## config.mk

```make
export PLATFORM = sky130hd
export DESIGN_NAME = vend_countdown_timer
export DESIGN_NICKNAME = d
export VERILOG_FILES = /design/src/rtl/vend_countdown_timer.sv
export SDC_FILE = /design/constraint.sdc
export NUM_CORES = 1
export LEC_CHECK = 0
export CORE_MARGIN = 8
export CORE_UTILIZATION = 30
export CTS_BUF_LIST = sky130_fd_sc_hd__clkbuf_8
export DETAILED_ROUTE_END_ITERATION = 8
export PLACE_DENSITY = 0.5
export SETUP_SLACK_MARGIN = 0.1
export SYNTH_ARGS = -nofsm -noshare
export SYNTH_HDL_FRONTEND = slang
export SYNTH_SLANG_ARGS = --single-unit
```

## constraint.sdc

```tcl
create_clock -name clk -period 6.9 [get_ports clk]
set_clock_uncertainty 0.2 [all_clocks]
set_input_delay 2.07 -clock clk [delete_from_list [all_inputs] [get_ports clk]]
set_output_delay 2.07 -clock clk [all_outputs]
set_load 0.05 [all_outputs]
```

## src/rtl/vend_countdown_timer.sv

```systemverilog
// Seconds countdown for the vending machine's selection/dispense timeouts, driven by a 1 Hz tick enable.
// Optional tick watchdog is compiled in with `define VEND_TICK_WATCHDOG_EN.
module vend_countdown_timer #(
  parameter int SEC_W       = 7,
  parameter int DEFAULT_SEC = 30,
  parameter int WD_CYCLES   = 110000000
) (
  input  logic             clk,
  input  logic             clr,
  input  logic             tick_en,
  input  logic             start,
  input  logic [SEC_W-1:0] load_val,
  input  logic             pause,
  input  logic             cancel,
  output logic             busy,
  output logic [SEC_W-1:0] remaining,
  output logic [3:0]       bcd_tens,
  output logic [3:0]       bcd_ones,
  output logic             done,
  output logic             expired,
  output logic             tick_missing,
  output logic [1:0]       state_dbg
);

  typedef enum logic [1:0] {
    IDLE    = 2'd0,
    RUN     = 2'd1,
    HOLD    = 2'd2,
    EXPIRED = 2'd3
  } state_t;

  localparam logic [SEC_W-1:0] MAX_SEC = SEC_W'(99);
  localparam logic [SEC_W-1:0] DEF_SEC = SEC_W'(DEFAULT_SEC);
  localparam logic [SEC_W-1:0] ONE_SEC = SEC_W'(1);
  localparam logic [SEC_W-1:0] TEN     = SEC_W'(10);

  state_t           r_state;
  state_t           w_state_nxt;
  logic [SEC_W-1:0] r_remaining;
  logic [SEC_W-1:0] w_rem_nxt;
  logic             w_done_nxt;
  logic [SEC_W-1:0] w_load;
  logic [SEC_W-1:0] w_tens;
  logic [SEC_W-1:0] w_ones;

  // Zero means "use the default timeout"; anything past two digits saturates.
  always_comb begin
    w_load = load_val;
    if (load_val == '0) begin
      w_load = DEF_SEC;
    end else if (load_val > MAX_SEC) begin
      w_load = MAX_SEC;
    end
  end

  always_ff @(posedge clk or posedge clr) begin
    if (clr) begin
      r_state <= IDLE;
    end else begin
      r_state <= w_state_nxt;
    end
  end

  always_comb begin
    w_state_nxt = r_state;
    w_rem_nxt   = r_remaining;
    w_done_nxt  = 1'b0;
    if (cancel) begin
      w_state_nxt = IDLE;
      w_rem_nxt   = '0;
    end else if (start) begin
      w_state_nxt = RUN;
      w_rem_nxt   = w_load;
    end else begin
      case (r_state)
        RUN: begin
          if (pause) begin
            w_state_nxt = HOLD;
          end else if (tick_en) begin
            if (r_remaining > ONE_SEC) begin
              w_rem_nxt = r_remaining - ONE_SEC;
            end else begin
              w_rem_nxt   = '0;
              w_state_nxt = EXPIRED;
              w_done_nxt  = 1'b1;
            end
          end
        end
        HOLD: begin
          if (!pause) begin
            w_state_nxt = RUN;
          end
        end
        default: begin
        end
      endcase
    end
  end

  // Display digits follow the next count so they change on the same edge.
  assign w_tens = w_rem_nxt / TEN;
  assign w_ones = w_rem_nxt % TEN;

  always_ff @(posedge clk or posedge clr) begin
    if (clr) begin
      r_remaining <= '0;
      bcd_tens    <= '0;
      bcd_ones    <= '0;
      done        <= 1'b0;
      expired     <= 1'b0;
      busy        <= 1'b0;
    end else begin
      r_remaining <= w_rem_nxt;
      bcd_tens    <= w_tens[3:0];
      bcd_ones    <= w_ones[3:0];
      done        <= w_done_nxt;
      expired     <= (w_state_nxt == EXPIRED);
      busy        <= (w_state_nxt == RUN) || (w_state_nxt == HOLD);
    end
  end

  assign remaining = r_remaining;
  assign state_dbg = r_state;

`ifdef VEND_TICK_WATCHDOG_EN
  localparam int WD_W = $clog2(WD_CYCLES + 1);
  localparam logic [WD_W-1:0] WD_LIMIT = WD_W'(WD_CYCLES);

  logic [WD_W-1:0] r_wd_cnt;
  logic [WD_W-1:0] w_wd_inc;
  logic            w_wd_run;
  logic            r_tick_missing;

  assign w_wd_inc = r_wd_cnt + 1'b1;
  // Counting only while RUN persists across this edge with no tick and no reload.
  assign w_wd_run = (r_state == RUN) && (w_state_nxt == RUN) && !tick_en && !start;

  always_ff @(posedge clk or posedge clr) begin
    if (clr) begin
      r_wd_cnt       <= '0;
      r_tick_missing <= 1'b0;
    end else begin
      if (cancel || start) begin
        r_tick_missing <= 1'b0;
      end else if (w_wd_run && (w_wd_inc == WD_LIMIT)) begin
        r_tick_missing <= 1'b1;
      end
      if (!w_wd_run) begin
        r_wd_cnt <= '0;
      end else if (r_wd_cnt != WD_LIMIT) begin
        r_wd_cnt <= w_wd_inc;
      end
    end
  end

  assign tick_missing = r_tick_missing;
`else
  assign tick_missing = 1'b0;
`endif

endmodule

```

# Yosys cells after proc, flatten, opt, wreduce, memory -nomap -nowiden
# Index checks and enable logic that the tools add are counted.
# W data, S select, Z words.
totals:
  reg_bits: 20
  inputBits: 13
  out_inout_bits: 21
op_classes:
  addsub: 1
  div_mod_pow: 2
  magnitude_cmp: 2
  eq_ne: 5
  n_mux: 21
  n_reduce_logical: 2
ops:
  columns: ["operator", "count"]
  rows:
  - ["$mux W7", 8]
  - ["$mux W2", 6]
  - ["$div A7 B4 Y7 const B", 1]
  - ["$gt A7 B1 Y1 const B", 1]
  - ["$gt A7 B7 Y1 const B", 1]
  - ["$logic_not A7 Y1", 1]
  - ["$mod A7 B4 Y7 const B", 1]
  - ["$sub A7 B1 Y7 const B", 1]
  - ["$eq A2 B2 Y1 const B", 3]
  - ["$mux W1", 6]
  - ["$eq A2 B1 Y1 const B", 2]
  - ["$pmux W2 S2", 1]
  - ["$logic_or A1 B1 Y1", 1]

# Longest topological paths before layout
depth:
  word_depth: 9
  ltp_mapped: 14

# Least setup slack after synthesis
# OpenSTA, ideal clock, no wires.
synth_path:
  path_kind: "in2reg"
  from: "input port pause"
  to: "register bcd_ones[1]"
  setup_time_ps: 71
  arrival_ps: 4529
  setup_slack_ps: 2099
  stages: 11
  path_buffers: 0
  cell_sequence: "and4b_1 > mux2_1 > a2111o_1 > inv_1 > o21ai_1 > a211o_1 > nand3b_1 > inv_1 > ha_1 > or3_1 > nand4_1"
synth_via:
  elab_chain_cells: 5
synth_lines:
  columns: ["item", "line_no", "source"]
  rows:
  - ["from (decl)", "13", "input logic pause,"]
  - ["$mux W7", "77", "if (pause) begin"]
  - ["$mux W7", "75", "case (r_state)"]
  - ["$mux W7", "71", "end else if (start) begin"]
  - ["$mux W7", "68", "if (cancel) begin"]
  - ["via w_rem_nxt[2]", "40", "logic [SEC_W-1:0] w_rem_nxt;"]
  - ["$mod A7 B4 Y7", "102", "assign w_ones = w_rem_nxt % TEN;"]
  - ["via w_ones[1]", "44", "logic [SEC_W-1:0] w_ones;"]
  - ["to (signal assigned)", "115", "bcd_ones <= w_ones[3:0];"]
  - ["to (decl)", "18", "output logic [3:0] bcd_ones,"]
# The timed path passes the listed nets, and every way through them passes these cells.

# Final worst setup path
layout_path:
  from: "input port start"
  to: "register bcd_ones[1]"
layout_via:
  elab_chain_cells: 3
layout_lines:
  columns: ["item", "line_no", "source"]
  rows:
  - ["from (decl)", "11", "input logic start,"]
  - ["$mux W7", "71", null]
  - ["$mux W7", "68", null]
  - ["via w_rem_nxt[2]", "40", null]
  - ["$mod A7 B4 Y7", "102", null]
  - ["via w_ones[1]", "44", null]
# The timed path passes the listed nets, and every way through them passes these cells.

==> out/results.txt <==
status -> finished clean
CTS H-tree depth -> 1
P_sw -> 0.151 mW
clock share of power -> 20.5%
initial antenna violation count -> 0
Critical Path RT -> 6.89 ns
Fin Setup TNS -> 0 ns
Final Max Tran Viols -> 0
mux cell area share after synthesis -> 2.14%
PD cells -> 199 nW/um^2
Synth area leader -> dfrtp_1
P_leak -> 0.752 nW
max cap viols -> 0
Yosys reg bits -> 19
# hold bufs at CTS -> 0
HP Start -> state_dbg[1]
Setup CP Type -> in -> reg
CTS clk-pin slew, worst paths -> 0.07 ns
cell with the most instances after synthesis -> dfrtp_1
Clock Tree Buf Depth -> 2
Gate power share -> 44.0%
gr usage total -> 11.4%
post-DR wirelength/cell -> 15.7 microns
post-synthesis sequential area ratio -> 32.5%
Yosys cell types -> 57
clock root buffer -> clkbuf_8
simple-gate share of the synthesized area -> 25.0%
RSZ-0062 raised after global routing -> no
R2R Setup Slk -> 3.13 ns
dominant cells by area after synthesis -> dfrtp_1, ha_1, nor3_1
io pins -> 34
worst ir drop on vdd -> 0.107 mV
# DRC -> 0
Die Area -> 7370 sq um
Final Cycle Share -> 78.8%
HP Class -> reg -> reg
Core Util, Final -> 39.8%
WL final -> 4070 microns
Mapped Area -> 1460 sq um
vias in the first global route -> 1,404
sequential share of power -> 35.5%
largest net degree at the start of global routing -> 20
syn_nets -> 181
RR Startpoint -> state_dbg[1]
Post-synth top flop -> dfrtp_1
internal power -> 0.222 mW
ant diodes -> 0
hold path depth -> 2
layout cells sized above 1 -> 13.0%
Core Area -> 4720 sq um
RR Endpoint -> bcd_ones[1]
routed via count -> 1,382
CP Capture Type -> register
Starting DRT DRC Count -> 59
Max-slew headroom -> 50.9%
Hold Slack -> 0.524 ns
Die H -> 85.9 microns
DP HPWL -> 3210 microns
vias per cell -> 5.32
CTS resizes -> 0
Routed Antenna Nets -> 0
Post-CTS Setup Inserts -> 0
clock latency on the worst-skew pair -> 0.25 ns
dpl ws -> 1.22 ns
drt pass-1 iters -> 4
crit path time final -> 5.43 ns
xor and xnor area share after synthesis -> 0%
Starting Density -> 31.0%
Setup crit start kind -> input port
worst-margin pin slew -> 0.735 ns
worst-path maximum fanout -> 14
Post-synth EDFFs -> 0
Yosys top cell area share -> 32.5%
Syn Inst Count -> 162
Final setup viols -> 0
fmax -> 184 MHz
Die Wd -> 85.9 microns
WHS Endpoint -> state_dbg[1]
post-synthesis compound-gate area fraction -> 28.7%
Fin. Hold Viols -> 0
R2R depth -> 13
Arrival @ worst endpoint -> 5.42 ns
Fillers -> 479
row count -> 25
Total Nets Final -> 213
Mean Syn Cell Area -> 9.04 sq um
Post-Synth Adder-Cell Area -> 5.13%
CTS tree -> built
sw frac -> 40.5%
total power -> 0.373 mW
Remaining Overflow, GRT -> 0
global-route wire length before repair -> 6840 microns
synthesis-to-finish area growth -> 28.4%
Synth top cells by count -> dfrtp_1, inv_1, nor2_1
Sink Count -> 19
Yosys warning count -> 0
post-route setup slack -> 1.47 ns
Num CTS Buffers -> 3
largest family of logic cells by synthesized area -> compound AO/OA/AOI/OAI gates
Post-synth ARST share -> 100%
I/O Buffers -> 32
GP Congestion -> 0.786
[final cells by class]
cell class	instances	area [sq um]	area share, %
clock inverter	1	5.00	0.266
clock buffer	3	41.3	2.20
inverter	15	56.3	3.00
sequential	19	475	25.3
timing repair buffer	32	320	17.0
tap	67	83.8	4.46
multi-input combinational	123	897	47.7
[per-layer routing]
metal  global-route usage (%)  wire length [microns]  vias up  share of wire, %
met2                     18.1                   1840       36                45
met1                     14.2                   1880      674                46
met3                     3.63                    321        2               7.9
met5                        0                      0        -                 0
met4                     3.98                     25        0              0.61
li1                         -                      -      670                 -
[power by group through the flow]
stage                     registers [mW]  clock network [mW]  logic [mW]
after CTS                          0.132              0.0813       0.166
after detailed placement           0.135                   0       0.165
final                              0.132              0.0765       0.164
after floorplan                    0.176                   0      0.0729
after global routing               0.134              0.0847       0.177
after global placement             0.135                   0       0.163
[stage by stage]
stage	cells	area, sq um
floorplan	162	1460
global placement	256	1830
detailed placement	256	1830
CTS	260	1880
global route	260	1880
finish	260	1880
[how the worst max path moves through the flow]
| stage | endpoint | cells past startpoint | slack [ns] | startpoint |
|---|---|---|---|---|
| after floorplan | bcd_ones[1] | 11 | 2.10 | pause |
| after global placement | bcd_ones[1] | 12 | 1.35 | start |
| after detailed placement | bcd_ones[1] | 12 | 1.22 | start |
| after CTS | bcd_ones[1] | 12 | 1.50 | start |
| after global routing | bcd_ones[1] | 12 | 1.26 | start |
| final | bcd_ones[1] | 12 | 1.47 | start |
[registers in the layout (all words and copies together) (netlist names)]
signal	flops
expired	1
done	1
busy	1
bcd_ones	3
state_dbg	2
remaining	7
bcd_tens	4
[cells by family (layout without fill, tap and decap cells)]
group,count (synthesis),in the layout
AND/OR/NAND/NOR,63,63
AO/OA/AOI/OAI,50,50
buffers and inverters,20,51
flip-flops,19,19
adder cells (fa/ha/maj),6,6
multiplexers,3,3
other,1,1
[cells in the final DEF (no fill, tap or decap), types with 3 or more instances in the layout]
cell type	count
clkbuf_8	3
nand3_1	3
o21ai_1	4
dfrtp_1	19
nor2_1	13
ha_1	6
nand4_1	4
a21oi_1	11
o21ai_0	4
inv_1	13
o21a_1	3
nand2b_1	4
nand2_1	5
nor4_1	3
nor3_1	12
clkdlybuf4s50_1	32
a211oi_1	4
[critical path, cell delays in order]
cell             delay, ns
clkdlybuf4s50_1       0.86
nor2b_2               0.07
mux2_1                0.32
a2111o_1              0.53
inv_1                 0.20
o21ai_1               0.10
a211o_1               0.30
nand3b_1              0.17
inv_1                 0.07
ha_1                  0.25
or3_1                 0.39
nand4_1               0.07
Power figures use the tool's default switching activity.
==> patch 1: new RTL, same settings <==
Add an input register stage for `load_val` and `pause`, with the module's reset; this delays them by one clock. The other inputs are not delayed to match.
--- a/src/rtl/vend_countdown_timer.sv
+++ b/src/rtl/vend_countdown_timer.sv
@@ -34,6 +34,19 @@
   localparam logic [SEC_W-1:0] ONE_SEC = SEC_W'(1);
   localparam logic [SEC_W-1:0] TEN     = SEC_W'(10);
 
+  logic [SEC_W-1:0] load_val_q;
+  logic pause_q;
+
+  always_ff @(posedge clk or posedge clr) begin
+    if (clr) begin
+      load_val_q <= '0;
+      pause_q    <= '0;
+    end else begin
+      load_val_q <= load_val;
+      pause_q    <= pause;
+    end
+  end
+
   state_t           r_state;
   state_t           w_state_nxt;
   logic [SEC_W-1:0] r_remaining;
@@ -45,10 +58,10 @@
 
   // Zero means "use the default timeout"; anything past two digits saturates.
   always_comb begin
-    w_load = load_val;
-    if (load_val == '0) begin
+    w_load = load_val_q;
+    if (load_val_q == '0) begin
       w_load = DEF_SEC;
-    end else if (load_val > MAX_SEC) begin
+    end else if (load_val_q > MAX_SEC) begin
       w_load = MAX_SEC;
     end
   end
@@ -74,7 +87,7 @@
     end else begin
       case (r_state)
         RUN: begin
-          if (pause) begin
+          if (pause_q) begin
             w_state_nxt = HOLD;
           end else if (tick_en) begin
             if (r_remaining > ONE_SEC) begin
@@ -87,7 +100,7 @@
           end
         end
         HOLD: begin
-          if (!pause) begin
+          if (!pause_q) begin
             w_state_nxt = RUN;
           end
         end
Function: changed (Yosys sat finds a counterexample within 4 cycles, from zero or initial values).
==> patch 1 against the unedited design <==
Sequential share of layout area is 7.1 points higher. Global-route usage down 0.17 points. Routed wire length up 8.4%. Worst hold slack lost 0.054 ns. Sequential power is 40% higher. Area after synthesis rose by 14%. Via count is 5.4% higher. Total power rose by 17%. Maximum frequency increased by 1.3%. Sequential cell count increased by 8. Final area up 11%. Setup slack improved by 0.071 ns. Combinational power about the same. Critical endpoint unchanged.
==> patch 1: results (changes against the unedited design) <==
[pwr]
power.static_leakage_nw = 0.847  ; +13%
p_comb_frac = 0.376  ; -0.064
fin_total_pwr_w = 0.000438  ; +17%
switching_share = 0.380  ; -0.0247
p_seq_w = 0.000185  ; +40%
worst_ir_drop_vdd_mv = 0.106  ; -0.48%

[global_routing]
grt_pass1_wl_um = 7760  ; +13%
grt_max_degree = 28  ; +40%
grt_pass1_vias = 1549  ; +10%
grt_usage = 0.113  ; -0.00166

[timing]
hold_slack_ns = 0.469  ; -0.0545 ns
relSlewSlack = 0.323  ; -0.186
fin_crit_sh = 0.777  ; -0.0103

[cts]
cts.sinks = 27  ; +8
clock_latency_ns = 0.27  ; +0.02 ns
clk_pin_slew_ns = 0.09  ; +0.02 ns
post-cts-setup-buffers = 0  ; unchanged

[min_path]
hp-start = load_val_q[1]$_DFF_PP0_
whs_endpoint = remaining[1]$_DFF_PP0_
hold_depth = 2  ; unchanged

[place]
place_inst = 269  ; +5.1%
place_area_um2 = 2040  ; +11%
preCtsSetupSlack_ns = 1.26  ; +0.0447 ns
place_congestion = 0.802  ; +2.1%

[synthesis]
yosysWarnings = 0  ; unchanged
synthMuxAreaShare = 0.0188  ; -0.00257
synth.avg_cell_area_um2 = 9.79  ; +8.3%
syn-num-nets = 189  ; +4.4%
netlist-cell-type-count = 57  ; unchanged
yosysSeqAreaShare = 0.406  ; +0.0812
synth_compound_area_frac = 0.253  ; -0.0345
synth_common_cells = 27 x dfrtp_1, 13 x inv_1, 13 x nor2_1
synthAdderAreaFrac = 0.0451  ; -0.00617
synth_area_leaders = dfrtp_1 41%, ha_1 4.5%, nor3_1 3.6%

[layout]
fill_cells = 541  ; +13%
drive_above_1_share = 0.119  ; -0.0101
clk_share = 0.0216  ; -0.00303
nets = 221  ; +3.8%
seq_share = 0.324  ; +0.0711

[critical_path]
cp_slowest_stage_delay_ns = 0.84  ; -0.02 ns
reg2reg_slack_ns = 3.11  ; -0.02 ns
r2r_start = remaining[1]$_DFF_PP0_
reg2reg_depth = 12  ; -1

[floorplan]
core_area_um2 = 5440  ; +15%

[route]
drt_iter0_markers = 96  ; +63%
finalWirelength_um = 4410  ; +8.4%
wl_per_cell_um = 16.2  ; +3.2%
vias_per_cell = 5.33  ; +0.34%

[outcome]
status = finished clean

[patch 1: cell count changes after synthesis, sizes merged]
cell and change:
dfrtp +8
[patch 1: worst max-delay path, delay by kind of cell]
kind	cells	cell delay, ns
buffers and inverters	3	1.12
AOI/OAI and AO/OA	3	0.91
and+or+nand+nor	4	0.73
muxes	1	0.29
adders and majority gates	1	0.25
[patch 1: metal layers]
| layer | part of all wire | wire (um) | GRT usage |
|---|---|---|---|
| met2 | 0.48 | 2130 | 0.186 |
| met1 | 0.47 | 2060 | 0.143 |
| met4 | 0.010 | 46 | 0.0347 |
| met3 | 0.041 | 183 | 0.0233 |
| met5 | 0 | 0 | 0 |
[patch 1: cell families (layout without fill, tap and decap cells)]
| kind of cell | Yosys count | after routing |
|---|---|---|
| muxes | 3 | 3 |
| other | 1 | 1 |
| adders and majority gates | 6 | 6 |
| AOI/OAI and AO/OA | 50 | 50 |
| buffers and inverters | 20 | 51 |
| DFF | 27 | 27 |
| and+or+nand+nor | 63 | 63 |
==> patch 2: new RTL, same settings <==
Without the edit above. Build with the macro `VEND_TICK_WATCHDOG_EN` defined.
--- a/src/rtl/vend_countdown_timer.sv
+++ b/src/rtl/vend_countdown_timer.sv
@@ -1,5 +1,7 @@
 // Seconds countdown for the vending machine's selection/dispense timeouts, driven by a 1 Hz tick enable.
 // Optional tick watchdog is compiled in with `define VEND_TICK_WATCHDOG_EN.
+`define VEND_TICK_WATCHDOG_EN
+
 module vend_countdown_timer #(
   parameter int SEC_W       = 7,
   parameter int DEFAULT_SEC = 30,
Function: same outputs for any inputs over 10 cycles, from zero or initial values; that may be too few to reach the edited logic, so the function may still have changed.
==> patch 2 against the unedited design <==
Sequential cell count up 28. Combinational power up 26%. Setup slack got worse by 0.77 ns. Register-to-register slack got worse by 0.85 ns. Area after synthesis up 110%. Final area up 97%. Largest power group is now registers. Total power grew 100%. Routed wire length rose by 85%. Critical endpoint is now bcd_ones[2]$_DFF_PP0_.
==> patch 2: results (changes against the unedited design) <==
[synthesis]
synth_area_leaders = dfrtp_1 38%, nor2_1 5.7%, ha_1 4.4%
synth_compound_area_frac = 0.159  ; -0.128
synth.avg_cell_area_um2 = 8.99  ; -0.46%
netlist-cell-type-count = 72  ; +26%
synthAdderAreaFrac = 0.0477  ; -0.00357
synth-xor-area-share = 0.0764  ; +0.0764
synthMuxAreaShare = 0.0251  ; +0.00370

[global_routing]
grt_util_met1 = 0.136  ; -0.00567
grtUsageMet3 = 0.0197  ; -0.0166
grt_usage = 0.109  ; -0.00519
grt_pass1_wl_um = 12600  ; +84%
grtUsageMet2 = 0.184  ; +0.00275
grt_pass1_vias = 2537  ; +81%
grt_max_degree = 48  ; +140%

[layout]
top_register = r_wd_cnt
buffer_area_frac = 0.0971  ; -0.0733
buffers = 37  ; +16%
diodes = 0  ; unchanged
dominant_cells = multi-input combinational cells
clk_share = 0.0357  ; +0.0111
multiInputGateArea_um2 = 1780  ; +99%
n_all_inverters = 23  ; +8
register_area_um2 = 1180  ; +150%
comb.multi_input.count = 265  ; +120%
drive_above_1_share = 0.0711  ; -0.0585

[cts]
numCtsBuffers = 5  ; +2
clk_pin_slew_ns = 0.10  ; +0.03 ns
htreeDepth = 2  ; +1
cts_root_buffer = clkbuf_8
cts.sinks = 47  ; +28

[timing]
hold_slack_ns = 0.369  ; -0.154 ns
tightest_slew_ns = 1.01  ; +0.273 ns

[critical_path]
reg2reg_depth = 18  ; +5
crit_slowest_cell = or3_1
worstPathMaxFanout = 8  ; -6
crit_start = pause
reg2reg_slack_ns = 2.28  ; -0.85 ns
r2r-end = bcd_ones[2]$_DFF_PP0_

[min_path]
hp-start = r_wd_cnt[26]$_DFFE_PP0P_
whs_endpoint = r_wd_cnt[26]$_DFFE_PP0P_

[pwr]
p_comb_frac = 0.276  ; -0.164
pg_clk_w = 0.000240  ; +210%
worst_ir_drop_vdd_mv = 0.100  ; -6.2%
switching_share = 0.319  ; -0.0861
power.static_leakage_nw = 1.51  ; +100%
switching_power_w = 0.000238  ; +58%

[route]
vias_per_cell = 4.99  ; -6.0%
drt_iter0_markers = 123  ; +110%
wl_per_cell_um = 14.6  ; -6.6%

[place]
dp_hpwl_um = 5600  ; +74%
place_congestion = 0.920  ; +17%

[outcome]
status = finished clean

## patch 2: kinds of logic after synthesis
logic type	Yosys count
multiplexers	7
AO/OA/AOI/OAI	66
adder cells (fa/ha/maj)	12
AND/OR/NAND/NOR	153
flip-flops	47
XOR/XNOR	27
buffers and inverters	32
## patch 2: critical path, delay by kind of cell
family / cells / cell delay [ns]
compound gates: 8 / 1.89
fa+ha+maj: 2 / 0.45
buf+inv: 3 / 0.70
simple gates: 4 / 1.08
## patch 2: through the flow
step                cell area [um^2]  setup slack, ns
global placement                3580            0.599
detailed placement              3580            0.432
floorplan                       3090             1.38
finish                          3710            0.693
CTS                             3710            0.731
global route                    3710            0.404
## patch 2: per-layer routing
layer | up-vias | wire (um)
li1 | 1298 | -
met1 | 1233 | 3620
met2 | 38 | 3630
met3 | 8 | 177
met4 | 0 | 116
met5 | - | 0
